### config.mk
export PLATFORM = sky130hd
export DESIGN_NAME = servant_uart_rx
export DESIGN_NICKNAME = d
export VERILOG_FILES = /design/src/rtl/servant_uart_rx.sv
export SDC_FILE = /design/constraint.sdc
export NUM_CORES = 1
export LEC_CHECK = 0
export ABC_CLOCK_PERIOD_IN_PS = 4300
export CAP_MARGIN = 20
export CORE_MARGIN = 3
export CORE_UTILIZATION = 60
export CTS_CLUSTER_DIAMETER = 100
export DETAILED_ROUTE_END_ITERATION = 16
export PLACE_DENSITY = 0.78
export SLEW_MARGIN = 20
export SYNTH_ARGS = -nofsm -noshare
export SYNTH_HDL_FRONTEND = slang
export SYNTH_SLANG_ARGS = --single-unit
### constraint.sdc
create_clock -name wb_clk -period 4.3 [get_ports wb_clk]
set_input_delay 1.29 -clock wb_clk [delete_from_list [all_inputs] [get_ports wb_clk]]
set_output_delay 1.29 -clock wb_clk [all_outputs]
set_load 0.05 [all_outputs]
### src/rtl/servant_uart_rx.sv
// UART receiver with a byte FIFO, sticky error flags and a registered data-pending irq.
// Define SERVANT_UART_RX_PARITY_EN to build the 8E1 variant; the default build is 8N1.
module servant_uart_rx #(
   parameter int unsigned CLKS_PER_BIT = 556,
   parameter int unsigned FIFO_DEPTH   = 8
) (
   input  logic       wb_clk,
   input  logic       wb_rst,
   input  logic       i_rx,
   output logic [7:0] o_data,
   output logic       o_vld,
   input  logic       i_rdy,
   output logic       o_irq,
   output logic       o_frame_err,
   output logic       o_overrun,
   output logic       o_parity_err,
   input  logic       i_clr
);

   localparam int unsigned CW = $clog2(CLKS_PER_BIT);
   localparam int unsigned AW = $clog2(FIFO_DEPTH);
   localparam int unsigned PW = AW + 1;
   localparam logic [CW-1:0] CNT_HALF = CW'(CLKS_PER_BIT / 2 - 1);
   localparam logic [CW-1:0] CNT_FULL = CW'(CLKS_PER_BIT - 1);

   typedef enum logic [2:0] {
      S_IDLE, S_START, S_DATA, S_PARITY, S_STOP, S_BREAK
   } state_t;

   state_t         state;
   logic           rx_meta;
   logic           rxs;
   logic [CW-1:0]  cnt;
   logic [2:0]     bit_idx;
   logic [7:0]     shift;
   logic           push_q;
   logic [7:0]     push_data;
   logic           perr;
   logic           cnt_zero;

   assign cnt_zero = (cnt == CW'(0));

`ifdef SERVANT_UART_RX_PARITY_EN
   logic par_q;
   assign perr = (^shift) ^ par_q;
`else
   assign perr = 1'b0;
   assign o_parity_err = 1'b0;
`endif

   // Synchroniser, frame FSM and receive-side sticky flags
   always_ff @(posedge wb_clk) begin
      if (wb_rst) begin
         rx_meta     <= 1'b1;
         rxs         <= 1'b1;
         state       <= S_IDLE;
         cnt         <= CW'(0);
         bit_idx     <= 3'd0;
         shift       <= 8'd0;
         push_q      <= 1'b0;
         push_data   <= 8'd0;
         o_frame_err <= 1'b0;
`ifdef SERVANT_UART_RX_PARITY_EN
         par_q        <= 1'b0;
         o_parity_err <= 1'b0;
`endif
      end else begin
         rx_meta <= i_rx;
         rxs     <= rx_meta;
         push_q  <= 1'b0;
         if (i_clr) begin
            o_frame_err <= 1'b0;
`ifdef SERVANT_UART_RX_PARITY_EN
            o_parity_err <= 1'b0;
`endif
         end
         if (!cnt_zero) cnt <= cnt - CW'(1);
         case (state)
            S_IDLE: begin
               if (!rxs) begin
                  cnt   <= CNT_HALF;
                  state <= S_START;
               end
            end
            S_START: begin
               if (cnt_zero) begin
                  if (rxs) begin
                     state <= S_IDLE;
                  end else begin
                     cnt     <= CNT_FULL;
                     bit_idx <= 3'd0;
                     state   <= S_DATA;
                  end
               end
            end
            S_DATA: begin
               if (cnt_zero) begin
                  shift   <= {rxs, shift[7:1]};
                  cnt     <= CNT_FULL;
                  bit_idx <= bit_idx + 3'd1;
                  if (bit_idx == 3'd7) begin
`ifdef SERVANT_UART_RX_PARITY_EN
                     state <= S_PARITY;
`else
                     state <= S_STOP;
`endif
                  end
               end
            end
`ifdef SERVANT_UART_RX_PARITY_EN
            S_PARITY: begin
               if (cnt_zero) begin
                  par_q <= rxs;
                  cnt   <= CNT_FULL;
                  state <= S_STOP;
               end
            end
`endif
            S_STOP: begin
               if (cnt_zero) begin
                  if (rxs) begin
                     state <= S_IDLE;
                     if (perr) begin
`ifdef SERVANT_UART_RX_PARITY_EN
                        o_parity_err <= 1'b1;
`endif
                     end else begin
                        push_q    <= 1'b1;
                        push_data <= shift;
                     end
                  end else begin
                     o_frame_err <= 1'b1;
                     state       <= S_BREAK;
                  end
               end
            end
            S_BREAK: begin
               if (rxs) state <= S_IDLE;
            end
            default: state <= S_IDLE;
         endcase
      end
   end

   logic [7:0]    mem [FIFO_DEPTH];
   logic [PW-1:0] wr_ptr;
   logic [PW-1:0] rd_ptr;
   logic [PW-1:0] wr_nxt;
   logic [PW-1:0] rd_nxt;
   logic          full;
   logic          do_push;
   logic          do_pop;

   assign full    = (wr_ptr[AW-1:0] == rd_ptr[AW-1:0]) && (wr_ptr[AW] != rd_ptr[AW]);
   assign do_pop  = o_vld & i_rdy;
   assign do_push = push_q & (~full | do_pop);
   assign wr_nxt  = wr_ptr + PW'(do_push);
   assign rd_nxt  = rd_ptr + PW'(do_pop);

   always_ff @(posedge wb_clk) begin
      if (do_push) mem[wr_ptr[AW-1:0]] <= push_data;
   end

   // FIFO pointers and registered head; a push into an empty slot forwards its byte
   always_ff @(posedge wb_clk) begin
      if (wb_rst) begin
         wr_ptr    <= PW'(0);
         rd_ptr    <= PW'(0);
         o_vld     <= 1'b0;
         o_data    <= 8'd0;
         o_irq     <= 1'b0;
         o_overrun <= 1'b0;
      end else begin
         wr_ptr <= wr_nxt;
         rd_ptr <= rd_nxt;
         o_vld  <= (wr_nxt != rd_nxt);
         o_data <= (do_push && (rd_nxt == wr_ptr)) ? push_data : mem[rd_nxt[AW-1:0]];
         o_irq  <= o_vld;
         if (i_clr) o_overrun <= 1'b0;
         if (push_q && full && !do_pop) o_overrun <= 1'b1;
      end
   end

endmodule
==> results.json <==
{
  "status": "completed",
  "clock_latency_ns": 0.52,
  "finalSetupTns_ns": 0,
  "grt_use_met3_pct": 6.42,
  "wl_per_cell_um": 19.4,
  "p_leak_nw": 2.03,
  "vias": 3170,
  "period_needed_ns": 3.18,
  "slew_headroom_pct": 34.1,
  "overflow": 0,
  "antenna_found_initial": 0,
  "grt.busiest_layer": "met2",
  "dr.pass1.iters": 5,
  "synthArstFlopShare_pct": 0,
  "cts_tree": "built",
  "worstRegToRegCells": 10,
  "die-width_um": 96.9,
  "cp.required_ns": 4.65,
  "gp_congestion": 0.800,
  "core_sq_um": 7890,
  "synth_mux_area_share_pct": 13.1,
  "yosys.area_share.simple_pct": 12.1,
  "synth-edff-count": 64,
  "cts_resized": 0,
  "post_cts_buffers": 0,
  "yosys_register_bits": 119,
  "clock.fmax_mhz": 314,
  "crit_path_end_kind": "flip-flop",
  "skew_ns": 0.00931,
  "r2r_slack_ns": 1.38,
  "layout.nets": 420,
  "ioPinCount": 18,
  "h-tree-depth": 4,
  "dp_hpwl_um": 6200,
  "use_met1_pct": 30.2,
  "design_area_sq_um": 5830,
  "cts_num_sinks": 119,
  "synthTopCellsByArea": "edfxtp_1, dfxtp_1, mux4_2",
  "yosysUniqueCellTypes": 51,
  "synth_compound_gate_area_share_pct": 5.35,
  "n_antenna_cell": 0,
  "holdCritPathClass": "flip-flop to flip-flop",
  "power.density_nw_per_um2": 521,
  "period_share_pct": 74.1,
  "grt_use_total_pct": 23.4,
  "cts-buffers-inserted": 17,
  "drt.antenna.violating_nets": 0,
  "use_met2_pct": 38.4,
  "viasPerCell": 6.07,
  "synth_top_cell_by_area": "edfxtp_1",
  "max_cap_viol_count": 0,
  "cts_root_buf": "clkbuf_8",
  "crit_type": "input pin to flip-flop",
  "tightest_slew_ns": 0.988,
  "syn_inst": 382,
  "critPathSlowestCell": "mux4_2",
  "crit_family": "multiplexers",
  "start_util_pct": 62.9,
  "synth_nets": 395,
  "grt_pass1_wl_um": 17100,
  "critPathMaxStageDelay_ns": 0.58,
  "critPathBufInv": 2,
  "start_kind": "input pin",
  "worstPathArrival_ns": 3.53,
  "r2r-end": "cnt[0]$_SDFF_PP0_",
  "grt_pass1_vias": 3183,
  "r2r-start": "cnt[0]$_SDFF_PP0_",
  "numPortBuffers": 16,
  "final_hold_viol_count": 0,
  "clockBufferDepth": 2,
  "synth-xor-area-share_pct": 3.53,
  "synthAdderAreaFrac_pct": 2.02,
  "drc": 0,
  "yosysSeqAreaShare_pct": 60.9,
  "synth_area_sq_um": 4960,
  "startpoint": "i_rdy",
  "rows": 32,
  "wl_um": 10100,
  "mostFrequentLayoutCells": "edfxtp_1, dfxtp_1, nor2_1",
  "ir_drop_v": 0.000405,
  "yosysWarnings": 0,
  "drive_above_1_share_pct": 18.3,
  "grt_max_degree": 56,
  "final_max_slew_viol_count": 0,
  "die_y_um": 96.9,
  "critPathMaxFanout": 11,
  "syn_to_final_growth_pct": 17.4,
  "postCtsHoldBufs": 0,
  "path_cells": "clkdlybuf4s50_1 > and2_1 > ha_1 > buf_4 > mux4_2 > mux2_2 > a21oi_1 > nor3_1",
  "place_area_sq_um": 5240,
  "synth_top_area_share_pct": 38.7,
  "drt_iter0_markers": 215,
  "die_area_sq_um": 9400,
  "crit_end": "o_data[4]$_SDFF_PP0_",
  "synth_ff_type": "edfxtp_1",
  "final_common_cell": "edfxtp_1",
  "setup_violations": 0,
  "whs_ns": 0.423,
  "rsz0062_at_grt": "no",
  "syn_area_per_cell_sq_um": 13.0,
  "worstSetupPathDepth": 8,
  "synth_top_family_by_area": "multiplexers",
  "clkTransAtPathRegs_ns": 0.06
}
area by class of cell:
type                       instances  area [sq um]
fill                             484          2060
tap                              102           128
clock buffer                      24           492
timing repair buffer              30           260
sequential                       119          3020
clock inverter                     8          92.6
inverter                          10          37.5
multi-input combinational        229          1790
stage by stage:
step                      power, mW  setup slack (ns)  util [%]  std cells
after floorplan                1.64             0.690         -        382
after global placement         1.67             0.759      66.4        490
after detailed placement       1.69             0.696      66.4        490
after CTS                      3.04              1.11      73.9        522
after global routing           3.15              1.02      73.9        522
final                          3.03              1.12      73.9        522
kinds of logic (layout without fill, tap and decap cells):
family | count (synthesis) | count (layout)
buffers and inverters | 34 | 72
XOR/XNOR | 20 | 20
adder cells (fa/ha/maj) | 8 | 8
AO/OA/AOI/OAI | 40 | 40
flip-flops | 119 | 119
other | 1 | 1
AND/OR/NAND/NOR | 116 | 116
multiplexers | 44 | 44
synth_stat cells, types with 3 or more instances:
library cell and number:
edfxtp_1 64, dfxtp_1 55, nor2_1 46, nor3_1 26
mux2i_1 20, clkbuf_1 18, mux4_2 16, a21oi_1 15
xnor2_1 14, ha_1 8, inv_1 8, mux2_2 8
o21ai_0 8, nand2_1 7, nor2b_1 7, nand2b_1 6
xor2_1 6, and2_1 3, nor4_1 3
power breakdown:
group | total, mW | switching [mW] | internal, mW
logic | 0.386 | 0.217 | 0.169
clock network | 1.37 | 0.467 | 0.899
registers | 1.28 | 0.0503 | 1.23
total | 3.03 | 0.734 | 2.30
layer usage:
metal | vias up | part of all wire, %
li1 | 1455 | -
met1 | 1553 | 40
met2 | 145 | 52
met3 | 17 | 6.6
met4 | 0 | 1.3
met5 | - | 0
sequential cells by signal (all words and copies together), names as in the netlist, 3 cells and up:
name	cells
cnt	10
push_data	8
state	3
rd_ptr	4
shift	8
bit_idx	3
o_data	8
wr_ptr	4
mem	64
worst min-delay path by stage:
stage | startpoint | end | slack, ns | cells past startpoint
CTS | rx_meta$_SDFF_PP1_ | rxs$_SDFF_PP1_ | 0.42 | 1
global placement | rx_meta$_SDFF_PP1_ | rxs$_SDFF_PP1_ | 0.40 | 1
detailed placement | rx_meta$_SDFF_PP1_ | rxs$_SDFF_PP1_ | 0.40 | 1
floorplan | rx_meta$_SDFF_PP1_ | rxs$_SDFF_PP1_ | 0.39 | 1
finish | rx_meta$_SDFF_PP1_ | rxs$_SDFF_PP1_ | 0.42 | 1
global route | rx_meta$_SDFF_PP1_ | rxs$_SDFF_PP1_ | 0.44 | 1
(Power assumes the default switching activity.)
